$ cat src/rtl/sram_boot_loader.sv
// Streams a byte image little-endian into 64-bit SRAM words, optionally zero-fills the rest, then releases the core.
// One cycle per byte plus one per word written; input is held off (in_ready=0) while a word is being written or cleared.
module sram_boot_loader #(
   parameter int DP       = 16384,
   parameter int AW       = 14,
   parameter bit CLEAR_EN = 1'b1
) (
   input  logic          CLK,
   input  logic          RSTn,
   input  logic          start,
   input  logic          in_valid,
   input  logic [7:0]    in_data,
   input  logic          in_last,
   output logic          in_ready,
   output logic          sram_wen,
   output logic [AW-1:0] sram_addr,
   output logic [63:0]   sram_wdata,
   output logic [7:0]    sram_wstrb,
   output logic          core_rstn,
   output logic          done,
   output logic          overflow
);

   localparam logic [2:0] IDLE  = 3'd0;
   localparam logic [2:0] FILL  = 3'd1;
   localparam logic [2:0] WRITE = 3'd2;
   localparam logic [2:0] CLEAR = 3'd3;
   localparam logic [2:0] DRAIN = 3'd4;
   localparam logic [2:0] DONE  = 3'd5;

   localparam logic [AW-1:0] LAST_ADDR = AW'(DP - 1);

   logic [2:0]    state;
   logic [AW-1:0] word_cnt;
   logic [2:0]    byte_idx;
   logic [63:0]   wbuf;
   logic          last_seen;
   logic          at_end;
   logic          acc;

   assign at_end = (word_cnt == LAST_ADDR);
   assign acc    = in_valid && in_ready;

   // Outputs decode the registered state only, so in_ready never depends on in_valid.
   assign in_ready   = (state == FILL) || (state == DRAIN);
   assign sram_wen   = (state == WRITE) || (state == CLEAR);
   assign sram_addr  = word_cnt;
   assign sram_wdata = (state == WRITE) ? wbuf : 64'd0;
   assign sram_wstrb = sram_wen ? 8'hFF : 8'h00;

   always_ff @(posedge CLK or negedge RSTn) begin
      if (!RSTn) begin
         state     <= IDLE;
         word_cnt  <= '0;
         byte_idx  <= 3'd0;
         wbuf      <= 64'd0;
         last_seen <= 1'b0;
         core_rstn <= 1'b0;
         done      <= 1'b0;
         overflow  <= 1'b0;
      end else begin
         case (state)
            IDLE: begin
               if (start) state <= FILL;
            end
            FILL: begin
               if (acc) begin
                  wbuf[{byte_idx, 3'b000} +: 8] <= in_data;
                  byte_idx <= byte_idx + 3'd1;
                  if (byte_idx == 3'd7 || in_last) begin
                     state     <= WRITE;
                     last_seen <= in_last;
                  end
               end
            end
            WRITE: begin
               // Buffer is cleared here so a short final word carries zeros in its unused lanes.
               word_cnt <= word_cnt + 1'b1;
               byte_idx <= 3'd0;
               wbuf     <= 64'd0;
               if (last_seen) begin
                  state <= (CLEAR_EN && !at_end) ? CLEAR : DONE;
               end else if (!at_end) begin
                  state <= FILL;
               end else begin
                  state    <= DRAIN;
                  overflow <= 1'b1;
               end
            end
            CLEAR: begin
               word_cnt <= word_cnt + 1'b1;
               if (at_end) state <= DONE;
            end
            DRAIN: begin
               if (acc && in_last) state <= DONE;
            end
            DONE: begin
               done      <= 1'b1;
               core_rstn <= 1'b1;
            end
            default: state <= IDLE;
         endcase
      end
   end

endmodule

$ cat config.mk
export PLATFORM = sky130hd
export DESIGN_NAME = sram_boot_loader
export DESIGN_NICKNAME = d
export VERILOG_FILES = /design/src/rtl/sram_boot_loader.sv
export SDC_FILE = /design/constraint.sdc
export NUM_CORES = 1
export LEC_CHECK = 0
export ABC_AREA = 1
export CORE_ASPECT_RATIO = 0.9
export CORE_MARGIN = 2
export CORE_UTILIZATION = 45
export DETAILED_ROUTE_END_ITERATION = 6
export DONT_BUFFER_PORTS = 1
export SLEW_MARGIN = 20
export SYNTH_ARGS = -nofsm -noshare
export SYNTH_HDL_FRONTEND = slang
export SYNTH_SLANG_ARGS = --single-unit
$ cat constraint.sdc
create_clock -name CLK -period 3.1 [get_ports CLK]
set_input_delay 0 -clock CLK [delete_from_list [all_inputs] [get_ports CLK]]
set_output_delay 0 -clock CLK [all_outputs]
set_load 0.01 [all_outputs]
# ---- Word-level counts from Yosys, hierarchy flattened
# Cells that the tools add are included.
dict set report op_classes {
  add_sub_neg 3
  eq_ne 12
  shift 2
  mux 16
  bitwise_logic 2
  reduce_logical 12
}
# op count
set op_table {}
lappend op_table {{$mux 64} 2}
lappend op_table {{$pmux 64 s2} 1}
lappend op_table {{$bwmux 64} 1}
lappend op_table {{$shift 8x8->64 const A} 1}
lappend op_table {{$shiftx 8x8->64} 1}
lappend op_table {{$mux 3} 9}
lappend op_table {{$pmux 3 s6} 1}
lappend op_table {{$add 14x1->14 const B} 1}
lappend op_table {{$eq 14x14->1 const B} 1}
lappend op_table {{$eq 3x3->1 const B} 3}
lappend op_table {{$mux 8} 1}
lappend op_table {{$neg 6->8} 1}
lappend op_table {{$eq 3x2->1 const B} 2}
lappend op_table {{$ne 2x2->1 const B} 3}
lappend op_table {{$pmux 3 s2} 1}
lappend op_table {{$reduce_and 3->1} 2}
lappend op_table {{$reduce_and 6->1} 1}
lappend op_table {{$ne 2x1->1 const B} 2}
lappend op_table {{$add 3x1->3 const B} 1}
lappend op_table {{$eq 3x1->1 const B} 1}
lappend op_table {{$logic_not 3->1} 1}
lappend op_table {{$logic_or 1x1->1} 3}
lappend op_table {{$logic_and 1x1->1} 2}
lappend op_table {{$not 1->1} 2}
lappend op_table {{other kinds (3)} 3}
dict set report totals {
  reg_bits 87
  out_inout_bits 91
  wordCells 54
}

# ---- Depth between registers and ports, before layout
dict set report logic_depth {
  ltp_word 6
  mapped_depth 10
  ltp_nobuf 9
}

# ---- Worst setup path before layout
# No wires, ideal clock.
dict set report synth_path {
  path_kind {register to register}
  startpoint {reg byte_idx[0]}
  endpoint {reg wbuf[14]}
  t_arrival_ps 1820
  required_time_ps 2974
  path_slack_ps 1154
  stages_incl_launch_ff 10
  synth_period_minus_slack_ps 1946
  cell_sequence {dfrtp_1 > buf_4 > inv_4 > ha_1 > ha_1 > nand2_1 > nor2_1 > nand2_1 > nand2_1 > o21ai_0}
}
dict set report synth_between {
  elab_chain_cells 5
  elab_cells_between_ends 6
  classes_between {add/sub (1); shift (2); mux (3)}
}
# element line
set synth_lines {}
lappend synth_lines {{start, declared} 35} ;# logic [2:0] byte_idx;
lappend synth_lines {{start signal, assigned} 69} ;# byte_idx <= byte_idx + 3'd1;
lappend synth_lines {{$neg 6->8 *} 68} ;# wbuf[{byte_idx, 3'b000} +: 8] <= in_data;
lappend synth_lines {{$shiftx 8x8->64 or $shift 8x8->64 (tied branches)} 68}
lappend synth_lines {{$bwmux 64 *} 68}
lappend synth_lines {{$mux 64 *} 67} ;# if (acc) begin
lappend synth_lines {{$pmux 64 s2 *} 62} ;# case (state)
lappend synth_lines {{end signal, assigned by index} 68}
lappend synth_lines {{end, declared} 36} ;# logic [63:0] wbuf;
# Mark *: on every way between the ends. The rest lies on a longest branch, timed or not. The select of a mux whose other input is x is not followed.
# A chain may end at the register's enable or synchronous reset.

# ---- Worst setup path in the final report
dict set report layout_path {
  startpoint {reg byte_idx[0]}
  endpoint {reg wbuf[54]}
}
# Same word-level chain as after synthesis.

==> flow_summary.json <==
{
  "outcome": "finished clean",
  "cp_cell_sequence": "inv_4 > ha_1 > ha_1 > inv_1 > nand3_1 > nor2_1 > nand3_1 > dlygate4sd3_1 > nand2_1",
  "cp_slowest_cell": "dfrtp_1",
  "yosysSeqAreaShare": 0.463,
  "p_per_area_mw_per_mm2": 759,
  "postCtsSetupRepairBufs": 0,
  "routedWlPerCell_um": 14.5,
  "nets": 649,
  "first_iter_violations": 316,
  "tns_ps": 0,
  "cts_sinks": 87,
  "clock_skew_ps": 9.87,
  "viasPerCell": 5.06,
  "clockBufferDepth": 2,
  "cp.required_ps": 3390,
  "io_buffers": 0,
  "overflow": 0,
  "grt.total_usage": 0.206,
  "hold_viol_final": 0,
  "design.core.area_mm2": 0.0102,
  "maxCapViolCount": 0,
  "cts-root-buf": "clkbuf_16",
  "slowest_delay_ps": 580,
  "wl_um": 11100,
  "ios": 104,
  "final_cell_area_mm2": 0.00522,
  "rows": 35,
  "hold_class": "in -> reg",
  "nFillCells": 975,
  "slew_headroom": 0.600,
  "drc": 0,
  "rr_startpoint": "byte_idx[0]",
  "power.leakage_nw": 2.47,
  "dieHeight_um": 101,
  "grt_setup_unrepaired": "no",
  "period_share": 0.842,
  "cp_num_buf_inv": 3,
  "dp_hpwl_um": 7880,
  "route.vias.total": 3854,
  "finalCriticalPeriod_ps": 2610,
  "grt_pass1_vias": 3762,
  "cp-end-kind": "flop",
  "fmax_ghz": 0.383,
  "avgSynthCellArea_um2": 7.58,
  "syn_area_mm2": 0.00470,
  "fp.dieArea_mm2": 0.0113,
  "clk_pin_slew_worst_paths_ps": 70,
  "place_area_mm2": 0.00473,
  "die_w_um": 112,
  "post_cts_resized": 0,
  "path_delay_family": "buffers and inverters",
  "slew_violations": 0,
  "cts_buffers": 9,
  "grt_max_degree": 88,
  "synthToLayoutAreaGrowth_pct": 10.9,
  "first_pass_iters": 5,
  "gp_congestion": 0.841,
  "ys_warn_count": 0,
  "path_class": "reg -> reg",
  "htree_levels": 3,
  "max-vdd-ir-drop_uv": 417,
  "worst_r2r_path_depth": 9,
  "hold_start": "in_valid",
  "synth_seq_cells": 87,
  "ys_types": 29,
  "crit_fanout": 12,
  "holdWs_ps": 8.40,
  "start_util": 0.461,
  "worst_pin_slew_ps": 599,
  "cts_tree": "yes",
  "timing.rr.end": "wbuf[54]",
  "whs_endpoint": "byte_idx[2]",
  "synth_nets": 642,
  "insertion_delay_ps": 340,
  "antenna_left": 0,
  "synthCells": 621,
  "num_antenna_cells": 0,
  "r2r_setup_slack_ps": 490,
  "cp-start-kind": "flop",
  "antenna_found_initial": 0,
  "min_path_cells": 4,
  "cp.arrival_ps": 2900,
  "finalSetupViolCount": 0,
  "grt_pass1_wl_um": 18700,
  "drive_above_1_share": 0.0727
}
## cell families (layout without fill, tap and decap cells)
family / Yosys count / count (layout) / synth area share
xor gates and xnor gates: 10 / 10 / 0.0186
AOI/OAI and AO/OA: 53 / 53 / 0.0617
adders and majority gates: 8 / 8 / 0.0213
DFF: 87 / 87 / 0.463
and+or+nand+nor: 328 / 328 / 0.311
buffers and inverters: 135 / 147 / 0.124
## final cells by class
cell class                      instances  area (µm²)  area share
Clock buffer                           12         256      0.0492
Clock inverter                          4        53.8      0.0103
Inverter                              112         423      0.0811
Multi-Input combinational cell        399        1940       0.373
Sequential cell                        87        2180       0.417
Tap cell                              129         161      0.0310
Timing Repair Buffer                   19         200      0.0384
## cells in the mapped netlist
library cell,number,area (µm²)
a21oi_1,2,10.0
a31oi_2,1,12.5
buf_2,9,45.0
buf_4,11,82.6
buf_6,3,33.8
dfrtp_1,87,2180
ha_1,8,100
inv_1,106,398
inv_2,5,18.8
inv_4,1,6.26
nand2_1,152,571
nand2_2,2,12.5
nand2_4,3,33.8
nand3_1,54,270
nand3_4,2,35.0
nand4_1,5,31.3
nand4_2,1,12.5
nor2_1,94,353
nor2_2,2,12.5
nor2_4,7,78.8
nor2_8,1,20.0
nor3_1,3,15.0
nor3_2,2,20.0
o21ai_0,22,110
o21ai_1,17,85.1
o21bai_1,3,22.5
o22ai_1,8,50.1
xnor2_1,3,26.3
xor2_1,7,61.3
## power breakdown
group	switching (mW)	internal, mW	total (mW)
registers	0.184	1.30	1.48
logic	0.972	0.376	1.35
clock network	0.455	0.670	1.13
## tightest hold or removal path: cells and delay by family
kind / cells / cell delay [ps]
compound gates: 1 / 70
simple gates: 2 / 160
buf+inv: 1 / 70
## registers in the layout, indices dropped and copies added, names as in the netlist
signal	cells
last_seen	1
done	1
sram_addr	14
byte_idx	3
overflow	1
state	3
wbuf	64
## repair_timing
item / 4_1_cts / 5_1_grt
hold buffers: 16 / 0
endpoints found under the hold margin: 139 / 0
endpoints found under the setup margin: 0 / 0
## per-stage QoR
step,setup slack (ps),util,total power [mW],cells
floorplan,1150,-,2.60,621
global placement,886,0.463,2.75,730
detailed placement,784,0.463,2.79,730
CTS,520,0.511,3.98,762
global route,234,0.511,4.23,762
finish,489,0.511,3.96,762
## how the worst max path moves through the flow
stage	slack (ps)	end	start	cells after the start
after CTS	520	wbuf[49]	byte_idx[0]	9
after global placement	890	wbuf[17]	byte_idx[0]	8
after detailed placement	780	wbuf[21]	byte_idx[0]	8
after global routing	230	wbuf[54]	byte_idx[0]	9
after floorplan	1150	wbuf[14]	byte_idx[0]	9
final	490	wbuf[54]	byte_idx[0]	9
## placed cells by master (no fill, tap or decap), types with 5 or more instances in the layout
cell,netlist,routed
clkbuf_16,0,9
dfrtp_1,87,87
dlygate4sd3_1,0,15
ha_1,8,8
inv_1,106,106
inv_2,5,5
nand2_1,152,152
nand3_1,54,54
nand4_1,5,5
nor2_1,94,94
nor2_4,7,7
o21ai_0,22,22
o21ai_1,17,17
o22ai_1,8,8
xor2_1,7,7
## layer usage
metal,routed length (µm),global-route usage,part of all wire,up-vias
li1,-,-,-,1908
met1,5060,0.278,0.46,1820
met2,5060,0.321,0.46,115
met3,830,0.0619,0.075,11
met4,135,0.0636,0.012,0
met5,0,0,0,-
No activity file was read; power rests on OpenSTA's default activity.
